**src/rtl/uart_rx_x16.sv**
```systemverilog
// UART receive core: 16x oversampled line, 3-sample majority per bit.
// Delivers each frame with parity, framing and break status.
module uart_rx_x16 #(
  parameter int DATA_WIDTH = 8,
  parameter bit PARITY_EN  = 1'b0,
  parameter bit PARITY_ODD = 1'b0
) (
  input  logic                  i_clk,
  input  logic                  i_rst,
  input  logic                  i_tick_x16,
  input  logic                  i_RX,
  output logic [DATA_WIDTH-1:0] o_data,
  output logic                  o_valid,
  output logic                  o_parity_err,
  output logic                  o_frame_err,
  output logic                  o_break,
  output logic                  o_busy
);

  localparam int IW = $clog2(DATA_WIDTH);

  typedef enum logic [2:0] {
    IDLE,
    START,
    DATA,
    PARITY,
    STOP
  } state_t;

  state_t                state_q, state_d;
  logic                  rx_m, rx_s;
  logic                  armed_q, armed_d;
  logic [3:0]            cnt_q, cnt_d;
  logic [IW-1:0]         idx_q, idx_d;
  logic [DATA_WIDTH-1:0] sh_q, sh_d;
  logic [2:0]            smp_q, smp_d;
  logic                  par_q, par_d;
  logic                  perr_q, perr_d;
  logic [DATA_WIDTH-1:0] data_d;
  logic                  valid_d;
  logic                  pe_d;
  logic                  fe_d;
  logic                  bk_d;
  logic                  s2;
  logic                  maj;

  always_ff @(posedge i_clk) begin
    if (i_rst) begin
      rx_m <= 1'b1;
      rx_s <= 1'b1;
    end else begin
      rx_m <= i_RX;
      rx_s <= rx_m;
    end
  end

  // At STOP the vote closes on count 9, so the live sample stands in.
  assign s2  = (cnt_q == 4'd9) ? rx_s : smp_q[2];
  assign maj = (smp_q[0] & smp_q[1])
             | (smp_q[0] & s2)
             | (smp_q[1] & s2);

  assign o_busy = (state_q != IDLE);

  always_comb begin
    state_d = state_q;
    cnt_d   = cnt_q;
    idx_d   = idx_q;
    sh_d    = sh_q;
    smp_d   = smp_q;
    par_d   = par_q;
    perr_d  = perr_q;
    armed_d = armed_q | rx_s;
    data_d  = o_data;
    valid_d = 1'b0;
    pe_d    = 1'b0;
    fe_d    = 1'b0;
    bk_d    = 1'b0;
    if (i_tick_x16) begin
      if (state_q != IDLE) begin
        cnt_d = cnt_q + 4'd1;
        if (cnt_q == 4'd7) smp_d[0] = rx_s;
        if (cnt_q == 4'd8) smp_d[1] = rx_s;
        if (cnt_q == 4'd9) smp_d[2] = rx_s;
      end
      unique case (state_q)
        IDLE: begin
          // detect tick is position 0 of the start bit
          if (armed_q && !rx_s) begin
            state_d = START;
            cnt_d   = 4'd1;
            par_d   = 1'b0;
            perr_d  = 1'b0;
          end
        end
        START: begin
          if (cnt_q == 4'd15) begin
            if (maj) begin
              state_d = IDLE;
            end else begin
              state_d = DATA;
              idx_d   = '0;
            end
          end
        end
        DATA: begin
          if (cnt_q == 4'd15) begin
            sh_d = {maj, sh_q[DATA_WIDTH-1:1]};
            if (idx_q == IW'(DATA_WIDTH - 1)) begin
              state_d = PARITY_EN ? PARITY : STOP;
            end else begin
              idx_d = idx_q + 1'b1;
            end
          end
        end
        PARITY: begin
          if (cnt_q == 4'd15) begin
            par_d   = maj;
            perr_d  = maj ^ (^sh_q) ^ PARITY_ODD;
            state_d = STOP;
          end
        end
        STOP: begin
          if (cnt_q == 4'd9) begin
            state_d = IDLE;
            cnt_d   = 4'd0;
            valid_d = 1'b1;
            data_d  = sh_q;
            pe_d    = perr_q;
            fe_d    = !maj;
            bk_d    = !maj && (sh_q == '0)
                    && !(PARITY_EN && par_q);
            if (!maj) armed_d = 1'b0;
          end
        end
        default: state_d = IDLE;
      endcase
    end
  end

  always_ff @(posedge i_clk) begin
    if (i_rst) begin
      state_q      <= IDLE;
      armed_q      <= 1'b0;
      cnt_q        <= '0;
      idx_q        <= '0;
      sh_q         <= '0;
      smp_q        <= '0;
      par_q        <= 1'b0;
      perr_q       <= 1'b0;
      o_data       <= '0;
      o_valid      <= 1'b0;
      o_parity_err <= 1'b0;
      o_frame_err  <= 1'b0;
      o_break      <= 1'b0;
    end else begin
      state_q      <= state_d;
      armed_q      <= armed_d;
      cnt_q        <= cnt_d;
      idx_q        <= idx_d;
      sh_q         <= sh_d;
      smp_q        <= smp_d;
      par_q        <= par_d;
      perr_q       <= perr_d;
      o_data       <= data_d;
      o_valid      <= valid_d;
      o_parity_err <= pe_d;
      o_frame_err  <= fe_d;
      o_break      <= bk_d;
    end
  end

endmodule

```
**config.mk**
```make
export PLATFORM = sky130hd
export DESIGN_NAME = uart_rx_x16
export DESIGN_NICKNAME = d
export VERILOG_FILES = /design/src/rtl/uart_rx_x16.sv
export SDC_FILE = /design/constraint.sdc
export NUM_CORES = 1
export LEC_CHECK = 0
export BUFFER_PORTS_ARGS = -buffer_cell sky130_fd_sc_hd__buf_4
export CAP_MARGIN = 5
export CORE_MARGIN = 4
export CORE_UTILIZATION = 62
export DETAILED_ROUTE_END_ITERATION = 12
export PLACE_DENSITY = 0.79
export SLEW_MARGIN = 20
export SYNTH_ARGS = -nofsm -noshare
export SYNTH_HDL_FRONTEND = slang
export SYNTH_SLANG_ARGS = --single-unit
export TNS_END_PERCENT = 100
```
**constraint.sdc**
```tcl
create_clock -name i_clk -period 2.7 [get_ports i_clk]
set_input_delay 0.135 -clock i_clk [delete_from_list [all_inputs] [get_ports i_clk]]
set_output_delay 0.135 -clock i_clk [all_outputs]
set_load 0.02 [all_outputs]
```
# Word level (Yosys, flattened, before mapping)
# Index checks and enable logic that the tools add are counted.
# word_totals
regBits	37
latchBits	0
ramBits	0
rom_bits	0
in_bits	4
output_inout_bits	13
word_cells	91
mem_count	0
# op_classes
add_sub_neg	2
mul	0
div_mod_pow	0
magnitude_cmp	0
n_eq_ne	17
n_shift	0
mux	26
bitwise_logic	10
reduce_logical	20
# ops
operator	n
$mux W3	10
$ne A2 B2 Y1 const B	8
$pmux W3 S5	1
$eq A4 B4 Y1 const B	3
$mux W4	3
$reduce_and A3 Y1	4
$logic_not A8 Y1	1
$mux W1	8
$pmux W4 S2	1
$reduce_xor A8 Y1	1
$reduce_and A7 Y1	1
$eq A3 B2 Y1 const B	2
$eq A3 B3 Y1 const B	2
$pmux W3 S2	1
$reduce_and A6 Y1	1
$add A4 B1 Y4 const B	1
$eq A4 B3 Y1 const B	1
$reduce_and A4 Y1	1
$reduce_bool A2 Y1	2
$reduce_or A4 Y1	1
$add A3 B1 Y3 const B	1
$and A1 B1 Y1	3
$eq A3 B1 Y1 const B	1
$logic_not A3 Y1	1
10 further kinds	16

# Depth between registers and ports, before layout
# depth
depth_word	9
depth_mapped	8
ltp_nobuf	7

# Worst setup path after synthesis
# No wires, ideal clock.
# synth_timing
kind	register to register
start	register cnt_q[1]
end	register idx_q[2]
setup_time_ns	0.139
arrival_ns	1.597
required_ns	2.561
path_slack_ns	0.965
stages_incl_launch_ff	8
path_buffers	0
synth_period_minus_slack_ns	1.735
cell_sequence	dfxtp_1 inv_1 ha_1 nand3b_4 mux2_4 maj3_2 nor2_1 o31ai_1
# synth_between
elab_chain_cells	7
word_cells_on_any_way	11
cone_classes	eq/ne: 5; mux: 1; bitwise: 4; reduce/logical: 1
# synth_rtl
element	line	text
from (decl)	33	logic [3:0] cnt_q, cnt_d;
from (signal assigned)	159	cnt_q <= cnt_d;
$eq A4 B4 Y1	58	assign s2 = (cnt_q == 4'd9) ? rx_s : smp_q[2];
$mux W1	n/a	
$and A1 B1 Y1	60	| (smp_q[0] & s2)
$or A1 B1 Y1	60	
$or A1 B1 Y1	61	| (smp_q[1] & s2);
$ne A2 B2 Y1 (no source line)	n/a	
$reduce_and A6 Y1 (no source line) *	n/a	
to (signal assigned)	160	idx_q <= idx_d;
to (decl)	34	logic [IW-1:0] idx_q, idx_d;
# Every way passes the cells marked *; elsewhere a longest branch is shown, timed or not.
# A chain may end at the register's enable or synchronous reset.

# Final worst setup path
# layout_timing
start	register cnt_q[0]
end	register idx_q[0]
# Same word-level chain as after synthesis.

==> metrics.cfg <==
[placed_design]
gp_congestion = 0.867
dp_hpwl_um = 2530
place_area_um2 = 1880
port_buffers = 16

[detailed_routing]
drtIter0Drc = 96
routed_wirelength_um = 3640
first_pass_iters = 4
ant_nets = 0
drc = 0
vias = 1493
wl_per_cell_um = 14.7
via_per_inst = 6.02

[clock_network]
post_cts_resized = 0
clk_pin_slew_ns = 0.11
cts_buffer_depth = 2
cts_setup_buffers = 0
h-tree-depth = 2
root_buffer = clkbuf_4
clk_latency_ns = 0.34
cts_sinks = 37
cts_tree = yes
cts_buffers = 5

[logic_synthesis]
syn_nets = 213
synth_most_common_cell = dfxtp_1
ys_types = 44
yosys_warnings = 0
yosys.area.top_type = dfxtp_1
postSynthAreaPerCell_um2 = 8.78
synthTopCellsByCount = dfxtp_1, nand2_1, nor2_1
synthCells = 200
ys_seq_elements = 37
async_flop_share_pct = 0
synth_edf_count = 0
synthTopCellsByArea = dfxtp_1, ha_1, mux2i_1
synth_ff_type = dfxtp_1
ys_seq_area_share_pct = 42.2
yosysTopAreaCellShare_pct = 42.2
syn_area_um2 = 1760

[min_path]
min-delay-start = i_tick_x16
min_path_type = in2reg

[critical_path]
cp.buffers_inverters = 1
crit_path_start = cnt_q[0]
reg2reg_from = cnt_q[0]
max_stage_delay_ns = 0.44
slowest_stage = nor4_1
start_kind = flop
crit_fanout = 11
crit_type = reg2reg
crit_chain = ha_1 -> and3_1 -> nand3_1 -> buf_4 -> nor4_1 -> a22oi_1 -> o21ai_1
critPathTopFamily = simple AND/OR/NAND/NOR gates
critPathCaptureType = flop
arrival_ns = 2.29
required_ns = 2.97

[timing]
fin_setup_tns_ns = 0
hold_viol_final = 0
finalMaxSlewViolations = 0
fmaxAchievable_ghz = 0.495
rsz0062_at_grt = false
period_share_pct = 74.8
period_needed_ns = 2.02
final-setup-viol-count = 0
skew_ns = 0.00905
tightest_slew_ns = 0.647
slew-limit-headroom_pct = 56.5

[layout]
fin_area_um2 = 1960
diodes = 0
nFillCells = 220
drive_above_1_share_pct = 17.5
areaGrowthSynthToFinish_pct = 11.9
nNetsFinal = 229

[power_and_ir_drop]
p_clk_share_pct = 36.4
p_sw_share_pct = 22.4
switchingPower_uw = 206
internal_power_uw = 710
combPwrFrac_pct = 3.3
p_seq_share_pct = 60.3
total_leakage_power_nw = 0.844
peakVddDrop_uv = 406
power_density_nw_per_um2 = 466

[floorplanning]
placementRows = 19
die_y_um = 61.2
core_um2 = 2730
die_area_um2 = 3750
die_w_um = 61.2
io_pins = 17
initial_core_util_pct = 64.2

[grt]
grt_pass1_wl_um = 6130
grt_pass1_vias = 1333
grt-ovfl-total = 0
grt_util_all_layers_pct = 22.1
antenna_found_initial = 0
grt_max_degree = 37

[run]
cap_violations = 0

[status]
status = finished, final reports clean

final cells by class:
class	instances	area, um^2	share of cell area (%)
clock inverters	1	5.00	0.255
repair buffers	20	153	7.77
flip-flops and latches	37	741	37.7
inverters	15	56.3	2.87
clock buffers	7	65.1	3.31
multi-input cells	137	906	46.1
well taps	31	38.8	1.97
metrics by stage:
stage          cells  setup WS (ns)  util, %  total power [mW]  hold slack (ns)
2_1_floorplan    200          0.965        -             0.586            0.239
3_3_place_gp     239          0.845     68.9             0.593            0.323
3_5_place_dp     239          0.771     68.9             0.594            0.339
4_1_cts          248          0.735     71.9             0.921            0.150
5_1_grt          248          0.509     71.9             0.955            0.151
6_report         248          0.682     71.9             0.916            0.153
routing by layer:
| metal | vias to the layer above | global-route usage [%] | routed length (um) |
|---|---|---|---|
| met3 | 6 | 5.87 | 209 |
| met5 | - | 0 | 0 |
| met4 | 0 | 7.74 | 51 |
| met2 | 43 | 36.1 | 1720 |
| li1 | 729 | - | - |
| met1 | 715 | 28.0 | 1670 |
sequential cells by signal, summed over array words and instances, names as in the netlist:
register	count
o_parity_err	1
o_valid	1
sh_q	8
o_frame_err	1
cnt_q	4
smp_q	3
rx_s	1
perr_q	1
o_break	1
idx_q	3
state_q	3
armed_q	1
o_data	8
rx_m	1
kinds of logic after synthesis:
family | count (synthesis) | synth area share (%)
AO/OA/AOI/OAI | 42 | 15.3
XOR/XNOR | 4 | 2.00
adder cells (fa/ha/maj) | 10 | 7.06
buffers and inverters | 26 | 6.20
flip-flops | 37 | 42.2
multiplexers | 11 | 6.56
AND/OR/NAND/NOR | 70 | 20.7
final timing paths:
kind,cells past startpoint,to,slack (ns)
max,7,idx_q[0],0.68
min,3,smp_q[2],0.15
max reg2reg,7,idx_q[0],0.68
min reg2reg,1,rx_s,0.43
what timing repair did:
action / 4_1_cts / 5_1_grt
hold endpoints to repair: 1 / 0
endpoints found under the setup margin: 0 / 0
hold buffers: 1 / 0
power by group through the flow:
stage	clock [mW]	sequential [mW]	combinational, mW
after floorplan	0	0.563	0.0232
after global placement	0	0.565	0.0280
after detailed placement	0	0.565	0.0288
after CTS	0.338	0.553	0.0300
after global routing	0.369	0.553	0.0330
final	0.333	0.553	0.0301
worst reg2reg max path: cells and delay by family, from the launching register on:
kind / cells / cell delay, ns
simple gates: 3 / 0.83
buf+inv: 1 / 0.18
fa+ha+maj: 1 / 0.25
compound gates: 2 / 0.28
flops: 1 / 0.41
layout by cell type (no fill, tap or decap), types with 2 or more instances in the layout:
| cell type | netlist | layout |
|---|---|---|
| and3_1 | 3 | 3 |
| inv_1 | 14 | 14 |
| o31ai_1 | 2 | 2 |
| nor3b_1 | 2 | 2 |
| nor2b_1 | 2 | 2 |
| xnor2_1 | 3 | 3 |
| buf_4 | 0 | 19 |
| a311oi_1 | 2 | 2 |
| clkbuf_4 | 0 | 5 |
| dfxtp_1 | 37 | 37 |
| a32oi_1 | 2 | 2 |
| nor3_1 | 2 | 2 |
| nor2_1 | 20 | 20 |
| nand4_1 | 4 | 4 |
| o21ai_0 | 13 | 13 |
| a22oi_1 | 2 | 2 |
| or3_1 | 2 | 2 |
| a21oi_1 | 11 | 11 |
| clkbuf_8 | 0 | 2 |
| nand2_1 | 22 | 22 |
| mux2i_1 | 10 | 10 |
| nand3_1 | 2 | 2 |
| a31oi_1 | 3 | 3 |
| ha_1 | 9 | 9 |
| nor4_1 | 2 | 2 |
| or2_2 | 2 | 2 |
No activity file was read; power rests on OpenSTA's default activity.
